**config.mk**
```make
export PLATFORM = sky130hd
export DESIGN_NAME = muldiv_unit
export DESIGN_NICKNAME = d
export VERILOG_FILES = /design/src/rtl/muldiv_pkg.sv /design/src/rtl/muldiv_unit_div_step.sv /design/src/rtl/muldiv_unit.sv
export SDC_FILE = /design/constraint.sdc
export NUM_CORES = 1
export LEC_CHECK = 0
export ABC_AREA = 1
export BUFFER_PORTS_ARGS = -buffer_cell sky130_fd_sc_hd__buf_2
export CAP_MARGIN = 25
export CORE_UTILIZATION = 35
export DETAILED_ROUTE_END_ITERATION = 6
export SKIP_LAST_GASP = 1
export SLEW_MARGIN = 15
export SYNTH_ARGS = -nofsm -noshare
export SYNTH_HDL_FRONTEND = slang
export SYNTH_SLANG_ARGS = --single-unit
```
**constraint.sdc**
```tcl
create_clock -name clk -period 10 [get_ports clk]
set_input_delay 1.5 -clock clk [delete_from_list [all_inputs] [get_ports clk]]
set_output_delay 1.5 -clock clk [all_outputs]
set_load 0.01 [all_outputs]
```
**src/rtl/muldiv_pkg.sv**
```systemverilog
// muldiv_pkg: shared encodings for the iterative multiply/divide unit.
//   - funct3 operation encodings (RISC-V M extension ordering)
//   - FSM state type used by muldiv_unit
//   - small decode helper shared by the datapath
package muldiv_pkg;

    localparam logic [2:0] F3_MUL    = 3'b000;
    localparam logic [2:0] F3_MULH   = 3'b001;
    localparam logic [2:0] F3_MULHSU = 3'b010;
    localparam logic [2:0] F3_MULHU  = 3'b011;
    localparam logic [2:0] F3_DIV    = 3'b100;
    localparam logic [2:0] F3_DIVU   = 3'b101;
    localparam logic [2:0] F3_REM    = 3'b110;
    localparam logic [2:0] F3_REMU   = 3'b111;

    typedef enum logic [1:0] {
        ST_IDLE = 2'b00,
        ST_CALC = 2'b01,
        ST_DONE = 2'b10
    } state_t;

    // All divide/remainder encodings have funct3[2] set.
    function automatic logic op_is_div(input logic [2:0] f3);
        return f3[2];
    endfunction

endpackage

```
**src/rtl/muldiv_unit_div_step.sv**
```systemverilog
// div_step: one restoring-division iteration on unsigned magnitudes.
// Ports:
//   rem      - partial remainder entering this step
//   quo      - dividend bits still to be shifted in (MSB first), with
//              quotient bits collected at the LSB end
//   divisor  - unsigned divisor magnitude
//   rem_next - partial remainder after the trial subtraction
//   quo_next - quo shifted left by one with the new quotient bit inserted
module div_step #(
    parameter int WIDTH = 32
) (
    input  logic [WIDTH-1:0] rem,
    input  logic [WIDTH-1:0] quo,
    input  logic [WIDTH-1:0] divisor,
    output logic [WIDTH-1:0] rem_next,
    output logic [WIDTH-1:0] quo_next
);

    logic [WIDTH:0] shifted_s;
    logic [WIDTH:0] diff_s;

    // Trial subtraction; the remainder stays below the divisor, so the
    // shifted value fits in WIDTH+1 bits and any difference fits in WIDTH.
    always_comb begin
        shifted_s = {rem, quo[WIDTH-1]};
        diff_s    = shifted_s - {1'b0, divisor};
        if (shifted_s >= {1'b0, divisor}) begin
            rem_next = diff_s[WIDTH-1:0];
            quo_next = {quo[WIDTH-2:0], 1'b1};
        end else begin
            rem_next = shifted_s[WIDTH-1:0];
            quo_next = {quo[WIDTH-2:0], 1'b0};
        end
    end

endmodule

```
**src/rtl/muldiv_unit.sv**
```systemverilog
// muldiv_unit: fixed-latency radix-2 multiply/divide unit (RV32M funct3).
// Ports:
//   clk        - clock, rising edge
//   rst_n      - synchronous active-low reset
//   start      - operation request, honoured only in IDLE and without abort
//   abort      - cancels the operation in flight, result left untouched
//   funct3     - operation select (see muldiv_pkg)
//   operand_a  - rs1 (multiplicand / dividend)
//   operand_b  - rs2 (multiplier / divisor)
//   busy       - high in CALC and DONE
//   done       - one-cycle completion pulse, result valid alongside
//   result     - registered result, held until the next completion
// Both datapaths work on magnitudes and fix the sign up on the edge that
// enters DONE, so every op takes exactly WIDTH CALC cycles.
module muldiv_unit
    import muldiv_pkg::*;
#(
    parameter int WIDTH = 32
) (
    input  logic             clk,
    input  logic             rst_n,
    input  logic             start,
    input  logic             abort,
    input  logic [2:0]       funct3,
    input  logic [WIDTH-1:0] operand_a,
    input  logic [WIDTH-1:0] operand_b,
    output logic             busy,
    output logic             done,
    output logic [WIDTH-1:0] result
);

    localparam int CNT_W = (WIDTH > 1) ? $clog2(WIDTH) : 1;
    localparam logic [CNT_W-1:0] CNT_LOAD = CNT_W'(WIDTH - 1);
    localparam logic [CNT_W-1:0] CNT_ONE  = CNT_W'(1);

    state_t           state_r;
    logic [CNT_W-1:0] cnt_r;
    logic [2:0]       op_r;
    logic             neg_res_r;
    logic             div_zero_r;
    logic [WIDTH-1:0] a_raw_r;
    logic [WIDTH-1:0] opb_r;
    logic [WIDTH-1:0] acc_r;
    logic [WIDTH-1:0] lo_r;
    logic [WIDTH-1:0] result_r;
    logic             done_r;

    logic               sign_a_s;
    logic               sign_b_s;
    logic               neg_res_s;
    logic [WIDTH-1:0]   mag_a_s;
    logic [WIDTH-1:0]   mag_b_s;
    logic [WIDTH:0]     mul_sum_s;
    logic [WIDTH-1:0]   div_rem_s;
    logic [WIDTH-1:0]   div_quo_s;
    logic [WIDTH-1:0]   step_acc_s;
    logic [WIDTH-1:0]   step_lo_s;
    logic [2*WIDTH-1:0] product_s;
    logic [WIDTH-1:0]   quo_fix_s;
    logic [WIDTH-1:0]   rem_fix_s;
    logic [WIDTH-1:0]   final_s;

    // Operand sign flags and magnitudes for the request being offered.
    always_comb begin
        sign_a_s = 1'b0;
        sign_b_s = 1'b0;
        case (funct3)
            F3_MUL, F3_MULH, F3_DIV, F3_REM: begin
                sign_a_s = operand_a[WIDTH-1];
                sign_b_s = operand_b[WIDTH-1];
            end
            F3_MULHSU: begin
                sign_a_s = operand_a[WIDTH-1];
                sign_b_s = 1'b0;
            end
            default: begin
                sign_a_s = 1'b0;
                sign_b_s = 1'b0;
            end
        endcase
        if (sign_a_s) begin
            mag_a_s = -operand_a;
        end else begin
            mag_a_s = operand_a;
        end
        if (sign_b_s) begin
            mag_b_s = -operand_b;
        end else begin
            mag_b_s = operand_b;
        end
        // Remainder follows the dividend; quotient and product follow a^b.
        if (funct3 == F3_REM) begin
            neg_res_s = sign_a_s;
        end else begin
            neg_res_s = sign_a_s ^ sign_b_s;
        end
    end

    div_step #(.WIDTH(WIDTH)) u_div_step (
        .rem      (acc_r),
        .quo      (lo_r),
        .divisor  (opb_r),
        .rem_next (div_rem_s),
        .quo_next (div_quo_s)
    );

    // Next iteration: shift-add multiply ({acc,lo} shifts right, lo holds
    // the multiplier) or one restoring divide step (acc=rem, lo=quotient).
    always_comb begin
        if (lo_r[0]) begin
            mul_sum_s = {1'b0, acc_r} + {1'b0, opb_r};
        end else begin
            mul_sum_s = {1'b0, acc_r};
        end
        if (op_is_div(op_r)) begin
            step_acc_s = div_rem_s;
            step_lo_s  = div_quo_s;
        end else begin
            step_acc_s = mul_sum_s[WIDTH:1];
            step_lo_s  = {mul_sum_s[0], lo_r[WIDTH-1:1]};
        end
    end

    // Sign fix-up and selection of the value captured when entering DONE.
    always_comb begin
        if (neg_res_r) begin
            product_s = -{step_acc_s, step_lo_s};
            quo_fix_s = -step_lo_s;
            rem_fix_s = -step_acc_s;
        end else begin
            product_s = {step_acc_s, step_lo_s};
            quo_fix_s = step_lo_s;
            rem_fix_s = step_acc_s;
        end
        case (op_r)
            F3_MUL:                        final_s = product_s[WIDTH-1:0];
            F3_MULH, F3_MULHSU, F3_MULHU:  final_s = product_s[2*WIDTH-1:WIDTH];
            F3_DIV, F3_DIVU: begin
                if (div_zero_r) begin
                    final_s = {WIDTH{1'b1}};
                end else begin
                    final_s = quo_fix_s;
                end
            end
            F3_REM, F3_REMU: begin
                if (div_zero_r) begin
                    final_s = a_raw_r;
                end else begin
                    final_s = rem_fix_s;
                end
            end
            default:                       final_s = {WIDTH{1'b0}};
        endcase
    end

    // Control FSM together with the iteration registers it sequences.
    always_ff @(posedge clk) begin
        if (!rst_n) begin
            state_r    <= ST_IDLE;
            cnt_r      <= {CNT_W{1'b0}};
            op_r       <= 3'b000;
            neg_res_r  <= 1'b0;
            div_zero_r <= 1'b0;
            a_raw_r    <= {WIDTH{1'b0}};
            opb_r      <= {WIDTH{1'b0}};
            acc_r      <= {WIDTH{1'b0}};
            lo_r       <= {WIDTH{1'b0}};
            result_r   <= {WIDTH{1'b0}};
            done_r     <= 1'b0;
        end else begin
            case (state_r)
                ST_IDLE: begin
                    done_r <= 1'b0;
                    if (start && !abort) begin
                        op_r       <= funct3;
                        neg_res_r  <= neg_res_s;
                        div_zero_r <= (operand_b == {WIDTH{1'b0}});
                        a_raw_r    <= operand_a;
                        opb_r      <= mag_b_s;
                        acc_r      <= {WIDTH{1'b0}};
                        lo_r       <= mag_a_s;
                        cnt_r      <= CNT_LOAD;
                        state_r    <= ST_CALC;
                    end else begin
                        state_r <= ST_IDLE;
                    end
                end
                ST_CALC: begin
                    if (abort) begin
                        done_r  <= 1'b0;
                        state_r <= ST_IDLE;
                    end else begin
                        acc_r <= step_acc_s;
                        lo_r  <= step_lo_s;
                        cnt_r <= cnt_r - CNT_ONE;
                        if (cnt_r == {CNT_W{1'b0}}) begin
                            result_r <= final_s;
                            done_r   <= 1'b1;
                            state_r  <= ST_DONE;
                        end else begin
                            done_r  <= 1'b0;
                            state_r <= ST_CALC;
                        end
                    end
                end
                ST_DONE: begin
                    done_r  <= 1'b0;
                    state_r <= ST_IDLE;
                end
                default: begin
                    done_r  <= 1'b0;
                    state_r <= ST_IDLE;
                end
            endcase
        end
    end

    assign busy   = (state_r != ST_IDLE);
    assign done   = done_r;
    assign result = result_r;

endmodule

```
==> impl_metrics.ini <==
[worst_setup_path]
cp_max_fo = 27
crit_arrival_ns = 4.96
end_kind = flip-flop
cp.required_ns = 10.33
worstSetupPathType = reg2reg
cp-start-kind = flip-flop

[sta]
skew_ns = 0.0289
layout_setup_ws_ns = 5.37
fin_crit_sh = 0.463
slew_violations = 0
period_needed_ns = 4.63
whs_ns = 0.462
tightest_slew_ns = 1.03
rsz0062_at_grt = false
setup_viol = 0
max_slew_margin = 0.311
finalHoldViolCount = 0
tns_ns = 0
fmax_mhz = 216

[clock_tree]
cts_resized = 0
ctsHoldBuffers = 0
postCtsSetupBuffers = 0
htree_levels = 4
cts_tree = yes
cts-root-buf = clkbuf_16
cts.sinks = 173
clkTransAtPathRegs_ns = 0.07
cts_buffer_depth = 2
clk_latency_ns = 0.49
numCtsBuffers = 17

[logic_synthesis]
synth-edff-count = 0
synth_area_leaders = nand2_1, dfxtp_1, inv_1, nor2_1, a21oi_1
ys_seq_area_frac = 0.190
syn_area_sq_mm = 0.0182
async_flop_share = 0
synth_area_per_cell_sq_um = 5.55
synthFlopType = dfxtp_1
yosysTopAreaCell = nand2_1
ys_types = 57
syn_nets = 3416
yosys.area.top_type_share = 0.195
synth_seq_cells = 173
yosysWarnings = 0
synth_cells = 3274

[die]
start_util = 0.354
die_width_microns = 230
die_y_microns = 230
fp-row-count = 83
die_area_sq_mm = 0.0529
pin_count = 105
core_area_sq_mm = 0.0513

[route]
wl_microns = 73700
drc = 1
ant_nets = 0
first_pass_iters = 7
via_count = 21000
drtIter0Drc = 2509
via_per_inst = 5.27
avgRoutedWirePerCell_microns = 18.5

[layout]
final_cell_mix = nand2_1, inv_1, nor2_1
area_growth_pct = 8.79
fin_util = 0.386
nNetsFinal = 3440
mostFrequentLayoutCell = nand2_1
finalInstanceArea_sq_mm = 0.0198
drive_gt1_frac = 0.0843
diodes = 0

[grt]
antenna_found_initial = 2
grt_max_degree = 94
grt_pass1_vias = 18700
grt_pass1_wl_microns = 113000
grtUsageTotal = 0.277
gr-total-overflow = 0

[flow_run]
maxCapViolCount = 0

[placement]
gp_routability_congestion = 1.03
place_worst_setup_slack_ns = 5.49
port_buffers = 104
placedInstanceArea_sq_mm = 0.0192
dp_hpwl_microns = 58000

[power_and_ir_drop]
ir_worst_vdd_uv = 133
p_leak_uw = 0.0102
power_density_mw_per_mm2 = 124

[outcome]
violations = design-rule violations
status = complete, but fails checks

[hold_path]
hp-class = reg2reg
==> cell families (layout without fill, tap and decap cells) <==
| kind of cell | count (synthesis) | count (layout) | synth area share |
|---|---|---|---|
| compound gates | 588 | 588 | 0.176 |
| xor+xnor | 96 | 96 | 0.0462 |
| fa+ha+maj | 71 | 71 | 0.0497 |
| buf+inv | 629 | 666 | 0.134 |
| flops | 173 | 173 | 0.190 |
| mux | 2 | 2 | 0.00179 |
| simple gates | 1715 | 1715 | 0.402 |
==> routing by layer <==
layer,vias up,GRT usage,share of wire,wire length [microns]
met4,4,0.0882,0.029,2110
met5,-,0,0.00037,27
met3,112,0.0413,0.085,6280
li1,10500,-,-,-
met1,9510,0.403,0.47,34600
met2,908,0.413,0.42,30600
==> final cells by class <==
type | count | area [sq um]
clock inverters | 13 | 121
multi-input cells | 2472 | 12300
inverters | 506 | 1900
repair buffers | 128 | 701
well taps | 680 | 851
fillers | 5857 | 31500
clock buffers | 19 | 443
flip-flops and latches | 173 | 3470
==> where the power goes <==
group	internal, uW	switching [uW]
Clock	336	346
Sequential	730	36.5
Combinational	294	720
==> synthesized netlist by cell type, types with 3 or more instances <==
library cell  count
nand2_1         944
inv_1           482
nor2_1          348
a21oi_1         256
nand3_1         254
o21ai_0         237
dfxtp_1         173
clkbuf_1         86
xor2_1           80
ha_1             69
nand4_1          37
nor3_1           33
inv_2            21
o211ai_1         21
nor2_2           19
nand3_2          17
xnor2_1          16
buf_2            15
nand2_2          15
o21ai_1          15
buf_1            13
a31oi_1           9
buf_6             8
and2_1            7
nor2_4            7
o221ai_1          7
o31ai_1           7
or2_2             7
o21ai_2           6
o21bai_1          6
nor4_1            5
a21oi_2           4
nand2_4           4
nand3b_1          4
o21a_1            4
a211oi_1          3
a221oi_1          3
clkinv_1          3
nor3_2            3
nor3b_1           3
==> final timing paths <==
kind	from	depth (start not counted)	slack (ns)	to
max	opb_r[28]$_SDFFE_PN0P_	25	5.37	result[0]$_SDFFE_PN0P_
min	result[6]$_SDFFE_PN0P_	2	0.46	result[6]$_SDFFE_PN0P_
max reg2reg	opb_r[28]$_SDFFE_PN0P_	25	5.37	result[0]$_SDFFE_PN0P_
min reg2reg	result[6]$_SDFFE_PN0P_	2	0.46	result[6]$_SDFFE_PN0P_
==> stage by stage <==
step | cells | total power, uW
after floorplan | 3274 | 1470
after global placement | 3959 | 1770
after detailed placement | 3959 | 1770
after CTS | 3991 | 2440
after global routing | 3991 | 2610
final | 3991 | 2460
==> flip-flops by register name (all words and copies together), names as in the netlist <==
signal and cells:
state_r 2, lo_r 32, acc_r 32, div_zero_r 1, neg_res_r 1, op_r 3
a_raw_r 32, opb_r 32, done 1, cnt_r 5, result 32
==> worst max-delay path: stages (launching register included) <==
cell and delay, ns:
dfxtp_1 0.34, inv_1 0.06, ha_1 0.38, a21oi_1 0.25
nand2_1 0.11, a21oi_2 0.15, nand2_2 0.10, nor2_8 0.43
nand3_2 0.21, o21ai_2 0.20, ha_1 0.24, nand3_1 0.10
nor2_1 0.16, nand2_1 0.11, nor2_2 0.17, nand3_1 0.13
nor2_1 0.16, nand3_1 0.11, nor2_2 0.16, a21oi_2 0.16
inv_2 0.17, a21oi_1 0.07, o21ai_0 0.16, o2111ai_1 0.16
o211ai_1 0.12, a21oi_1 0.08
(Power assumes the default switching activity.)
